### config.mk
export PLATFORM = sky130hd
export DESIGN_NAME = snes_frame_scheduler
export DESIGN_NICKNAME = d
export VERILOG_FILES = /design/src/rtl/snes_frame_scheduler.sv
export SDC_FILE = /design/constraint.sdc
export NUM_CORES = 1
export LEC_CHECK = 0
export CAP_MARGIN = 25
export CELL_PAD_IN_SITES_DETAIL_PLACEMENT = 1
export CELL_PAD_IN_SITES_GLOBAL_PLACEMENT = 1
export CORE_ASPECT_RATIO = 1.5
export CORE_MARGIN = 1
export CORE_UTILIZATION = 35
export DETAILED_ROUTE_END_ITERATION = 7
export HOLD_SLACK_MARGIN = 0.05
export PLACE_DENSITY = 0.81
export SYNTH_ARGS = -nofsm -noshare
export SYNTH_HDL_FRONTEND = slang
export SYNTH_SLANG_ARGS = --single-unit
### constraint.sdc
create_clock -name sys_clk -period 1.9 [get_ports sys_clk]
set_input_delay 0.38 -clock sys_clk [delete_from_list [all_inputs] [get_ports sys_clk]]
set_output_delay 0.38 -clock sys_clk [all_outputs]
set_load 0.01 [all_outputs]
### src/rtl/snes_frame_scheduler.sv
// SNES TAS frame scheduler: pops one frame per console latch, shifts it out on d0.
// Optional lag watchdog enabled by defining SNES_LAG_WATCHDOG_EN.
module snes_frame_scheduler #(
    parameter int               WIDTH       = 32,
    parameter logic [WIDTH-1:0] IDLE_WORD   = 32'hFFFFFFFF,
    parameter logic             FILL_BIT    = 1'b1,
    parameter int               SYNC_STAGES = 2,
    parameter int               WDOG_CYCLES = 1000000
) (
    input  logic             sys_clk,
    input  logic             sys_rst_n,
    input  logic             snes_lat,
    input  logic             snes_clk,
    input  logic [WIDTH-1:0] frame_data,
    input  logic             frame_valid,
    output logic             frame_pop,
    output logic             d0,
    output logic             busy,
    output logic [15:0]      frame_count,
    output logic             underrun,
    output logic             lag_timeout,
    input  logic             clr_status
);

    localparam int CW = $clog2(WIDTH + 1);
    localparam logic [CW-1:0] LAST = CW'(WIDTH - 1);

    typedef enum logic [1:0] {
        IDLE   = 2'd0,
        LOADED = 2'd1,
        SHIFT  = 2'd2,
        DONE   = 2'd3
    } state_t;

    logic [SYNC_STAGES-1:0] lat_sync_q, lat_sync_d;
    logic [SYNC_STAGES-1:0] clk_sync_q, clk_sync_d;
    logic                   lat_prev_q, clk_prev_q;
    logic                   lat_s, clk_s, lat_rise, clk_rise;

    state_t            state_q, state_d;
    logic [WIDTH-1:0]  sr_q, sr_d;
    logic [CW-1:0]     bit_cnt_q, bit_cnt_d;
    logic              pop_q, pop_d;
    logic              busy_q, busy_d;
    logic [15:0]       count_q, count_d;
    logic              underrun_q, underrun_d;

    assign lat_s    = lat_sync_q[SYNC_STAGES-1];
    assign clk_s    = clk_sync_q[SYNC_STAGES-1];
    assign lat_rise = lat_s & ~lat_prev_q;
    assign clk_rise = clk_s & ~clk_prev_q;

    // Shift the async console pins through the synchronizer chains
    always_comb begin
        lat_sync_d = {lat_sync_q[SYNC_STAGES-2:0], snes_lat};
        clk_sync_d = {clk_sync_q[SYNC_STAGES-2:0], snes_clk};
    end

    // Next-state logic: latch always reloads and wins over a same-cycle clock
    always_comb begin
        state_d    = state_q;
        sr_d       = sr_q;
        bit_cnt_d  = bit_cnt_q;
        pop_d      = 1'b0;
        count_d    = count_q;
        underrun_d = underrun_q & ~clr_status;
        if (lat_rise) begin
            state_d   = LOADED;
            bit_cnt_d = '0;
            if (frame_valid) begin
                sr_d    = frame_data;
                pop_d   = 1'b1;
                count_d = count_q + 16'd1;
            end else begin
                sr_d       = IDLE_WORD;
                underrun_d = 1'b1;
            end
        end else begin
            unique case (state_q)
                LOADED: if (!lat_s) state_d = SHIFT;
                SHIFT: begin
                    if (clk_rise) begin
                        sr_d      = {sr_q[WIDTH-2:0], FILL_BIT};
                        bit_cnt_d = bit_cnt_q + CW'(1);
                        if (bit_cnt_q == LAST) state_d = DONE;
                    end
                end
                default: ;
            endcase
        end
        busy_d = (state_d == LOADED) || (state_d == SHIFT);
    end

    // Register synchronizers, FSM and status outputs
    always_ff @(posedge sys_clk or negedge sys_rst_n) begin
        if (!sys_rst_n) begin
            lat_sync_q <= '0;
            clk_sync_q <= '1;
            lat_prev_q <= 1'b0;
            clk_prev_q <= 1'b1;
            state_q    <= IDLE;
            sr_q       <= IDLE_WORD;
            bit_cnt_q  <= '0;
            pop_q      <= 1'b0;
            busy_q     <= 1'b0;
            count_q    <= '0;
            underrun_q <= 1'b0;
        end else begin
            lat_sync_q <= lat_sync_d;
            clk_sync_q <= clk_sync_d;
            lat_prev_q <= lat_s;
            clk_prev_q <= clk_s;
            state_q    <= state_d;
            sr_q       <= sr_d;
            bit_cnt_q  <= bit_cnt_d;
            pop_q      <= pop_d;
            busy_q     <= busy_d;
            count_q    <= count_d;
            underrun_q <= underrun_d;
        end
    end

    assign d0          = sr_q[WIDTH-1];
    assign frame_pop   = pop_q;
    assign busy        = busy_q;
    assign frame_count = count_q;
    assign underrun    = underrun_q;

`ifdef SNES_LAG_WATCHDOG_EN
    localparam int WW = $clog2(WDOG_CYCLES + 1);
    localparam logic [WW-1:0] WMAX = WW'(WDOG_CYCLES);

    logic [WW-1:0] wdog_q, wdog_d;
    logic          lag_q, lag_d;

    // Count cycles since the last latch, saturating at the limit
    always_comb begin
        wdog_d = wdog_q;
        lag_d  = lag_q & ~clr_status;
        if (lat_rise)           wdog_d = '0;
        else if (wdog_q != WMAX) wdog_d = wdog_q + WW'(1);
        if (wdog_q == WMAX)     lag_d  = 1'b1;
    end

    // Register watchdog counter and sticky flag
    always_ff @(posedge sys_clk or negedge sys_rst_n) begin
        if (!sys_rst_n) begin
            wdog_q <= '0;
            lag_q  <= 1'b0;
        end else begin
            wdog_q <= wdog_d;
            lag_q  <= lag_d;
        end
    end

    assign lag_timeout = lag_q;
`else
    assign lag_timeout = 1'b0;
`endif

endmodule
==> metrics.txt <==
Overall Global Routing Usage=0.176; CTS tree=built; portion of the post-synthesis area used by sequential elements=0.545; Layout Area Growth over Synthesis=31.7%; top cells by area, synth=sky130_fd_sc_hd__dfstp_2 30%, sky130_fd_sc_hd__dfrtp_1 24%, sky130_fd_sc_hd__nand2_1 8.8%; pin count of the biggest net entering global routing=64; port bufs=57; Core Footprint=about 8500 um^2; endpoint of the worst hold path=clk_sync_q[1]; start of the worst register-to-register path=state_q[0]; Final #Nets=396; largest voltage drop on the vdd net=between 0.7 and 0.8 mV; Sequential Power Share=0.454; global placer's final weighted congestion=between 0.7 and 0.8; accumulated negative setup slack=0 ns; largest fanout of any net on the critical path=6; count of maximum capacitance violations=0; Wirelength per Cell=about 15 um; arrival time at the worst endpoint=1.41 ns; fin crit share=0.940; upper clock frequency limit=roughly 0.56 GHz; height of the die=~120 um; internal power summed over all cells=3.19 mW; final count of hold timing violations=0; Lkg Pwr=approximately 1.7 nW; Slew @ Worst Pin=0.641 ns; switching part of the total=0.279; Cells on Worst Hold Path=0; most frequently used cell type in the post-synthesis netlist=sky130_fd_sc_hd__nand2_1; min-delay worst type=reg -> reg; die footprint=around 9000 um^2; largest clock skew in the final design=a little over 0.006 ns; delay contributed by the slowest stage of the critical path=roughly 0.6 ns; final critical path time including I/O delays and setup=approximately 1.8 ns; mean instance size in the synthesized netlist=10.4 um^2; post-route antenna net violation count=0; synthesized netlist cell count=roughly 300; overall routed net length=slightly above 7000 um; number of setup buffers added after CTS=0; kind of end point of the critical path=output port; Clock power frac=0.333; clock latency on the worst-skew pair=0.33 ns; Layout Utilization=0.477; post-synthesis cell type with the largest combined area=sky130_fd_sc_hd__dfstp_2; overall power of the completed layout=4.42 mW; Critical path buffers and inverters=1; global-route wire length before repair=about 12000 um; Worst Reg-to-Reg Cells=6; detailed-routing iteration count for the pre-antenna-repair pass=4; slack of the worst reg-to-reg path=0.27 ns; Slew Limit Headroom=0.572; antenna fix cells=0; clock root cell=sky130_fd_sc_hd__clkbuf_16; final routed DRC violation total=0; top cell family by delay on the critical path=buffers and inverters; hpwl dp=just under 5000 um; crit path max-delay cell type=sky130_fd_sc_hd__clkdlybuf4s50_1; layout cell share with drive strength beyond 1=0.182; post-synthesis register bit count=65; Iter 0 DRT Violations=around 120; FF-to-FF End=busy; CTS Buffer Depth=2; post-synth net total=339; Vias=approximately 2300; kind of start point of the critical path=flip-flop; cts bufs inserted=9; Die Span X=about 78 um; PwrDens=about 1100 nW/um^2; number of levels the H-tree was split into=3; final number of setup-violating endpoints=0; grt total ovfl=0; post-CTS clock slew at the launch and capture registers of the worst setup and hold paths=about 0.050 ns; I/O pin cnt=a little under 60; commonest cells in the synthesized netlist=72 x sky130_fd_sc_hd__nand2_1, 35 x sky130_fd_sc_hd__dfstp_2, 32 x sky130_fd_sc_hd__a31oi_1; Comb pwr share=0.213; Yosys warnings=0; result of the run=completed; class of the most critical setup path=reg -> out; initial cell density of the core=0.362; number of fill cells=~950; post-synth design cell area=a little over 3000 um^2; number of vias per cell after detailed routing=between 4 and 5; number of core rows=41; count of unique library cells instantiated by Yosys=39; Synth top area share=0.300; most used flip-flop cell after synthesis=sky130_fd_sc_hd__dfstp_2; CP Data Required Time=approximately 1.5 ns; setup repair after global routing missed its margin=no; sink count of the clock tree=65; antenna violations before repair=0; fin. max-slew vios=0; EDFF count, synth=0; async set-or-reset flop fraction in the synthesized netlist=1.00; cell breakdown of the critical path=clkdlybuf4s50_1; Switch Pwr=1.23 mW; vias in the first global route=between 2000 and 3000; worst hold start=clk_sync_q[0]
## logic make-up (layout without fill, tap and decap cells)
group,count (synthesis),in the layout,share of synthesized area
other,1,1,0.00122
xor gates and xnor gates,21,21,0.0600
adders and majority gates,5,5,0.0204
DFF,65,65,0.545
and+or+nand+nor,137,137,0.247
buffers and inverters,25,87,0.0371
muxes,1,1,0.00367
AOI/OAI and AO/OA,41,41,0.0853
## routing by layer
layer	up-vias	GRT usage	share of wire
met5	-	0	0
met4	0	0.0778	0.016
met3	9	0.0422	0.029
met2	33	0.309	0.53
met1	1152	0.203	0.43
li1	1126	-	-
## worst max path at each step
stage                     slack (ns)              end            from  depth (start not counted)
final                           0.11   frame_count[3]  frame_count[3]                          1
after detailed placement        0.07  frame_count[10]     frame_valid                          5
after floorplan                 0.47             busy      state_q[0]                          6
after CTS                       0.09   frame_count[3]  frame_count[3]                          1
after global placement          0.11  frame_count[10]     frame_valid                          5
after global routing            0.07   frame_count[3]  frame_count[3]                          1
## metrics by stage
| stage | cells | hold slack, ns | cell area (um^2) | setup WS (ns) |
|---|---|---|---|---|
| after floorplan | 296 | 0.0844 | 3070 | 0.470 |
| after global placement | 448 | 0.311 | 3760 | 0.107 |
| after detailed placement | 448 | 0.313 | 3760 | 0.0655 |
| after CTS | 465 | 0.353 | 4040 | 0.0879 |
| after global routing | 465 | 0.360 | 4040 | 0.0677 |
| final | 465 | 0.348 | 4040 | 0.114 |
## repair_timing
action / CTS / global route
resized for setup: 0 / 1
hold endpoints to repair: 14 / 0
setup endpoints to repair: 0 / 1
hold buffers: 1 / 0
## flip-flops by register name, indices dropped and copies added, names as in the netlist
| register | count |
|---|---|
| underrun | 1 |
| clk_prev_q | 1 |
| lat_prev_q | 1 |
| clk_sync_q | 2 |
| bit_cnt_q | 6 |
| frame_pop | 1 |
| lat_sync_q | 2 |
| state_q | 2 |
| frame_count | 16 |
| sr_q | 32 |
| busy | 1 |
## power by group through the flow
stage | combinational [mW] | sequential (mW) | clock, mW
floorplan | 0.528 | 2.00 | 0
global placement | 0.906 | 2.01 | 0
detailed placement | 0.953 | 2.03 | 0
CTS | 0.963 | 2.02 | 1.52
global route | 1.06 | 2.05 | 1.57
finish | 0.940 | 2.01 | 1.47
## final cells by class
class | instances | area (um^2) | area share
tap | 107 | 134 | 0.0332
inverter | 6 | 22.5 | 0.00558
multi-input combinational | 206 | 1280 | 0.318
clock buffer | 16 | 262 | 0.0648
timing repair buffer | 65 | 666 | 0.165
sequential | 65 | 1670 | 0.414
## worst reg2reg max path: cells and delay by family (launching register included)
family                     cells  cell delay (ns)
buffers and inverters          1             0.08
xor gates and xnor gates       1             0.17
DFF                            1             0.39
adders and majority gates      1             0.35
AOI/OAI and AO/OA              3             0.53
## placed cells by master, fill, tap and decap left out, types with 2 or more instances in the layout
cell type and n:
sky130_fd_sc_hd__nand2_1 72, sky130_fd_sc_hd__clkdlybuf4s50_1 56, sky130_fd_sc_hd__dfstp_2 35, sky130_fd_sc_hd__a31oi_1 32, sky130_fd_sc_hd__dfrtp_1 30, sky130_fd_sc_hd__nor3b_1 29
sky130_fd_sc_hd__xnor2_1 14, sky130_fd_sc_hd__nor2_1 10, sky130_fd_sc_hd__clkbuf_16 9, sky130_fd_sc_hd__xor2_1 7, sky130_fd_sc_hd__clkbuf_1 6, sky130_fd_sc_hd__inv_1 5
sky130_fd_sc_hd__nand4_1 5, sky130_fd_sc_hd__ha_1 5, sky130_fd_sc_hd__nand3_1 4, sky130_fd_sc_hd__buf_4 4, sky130_fd_sc_hd__and3_1 3, sky130_fd_sc_hd__buf_12 3
sky130_fd_sc_hd__o21ai_0 2, sky130_fd_sc_hd__nor3_4 2, sky130_fd_sc_hd__nor3b_2 2
(Power assumes the default switching activity.)
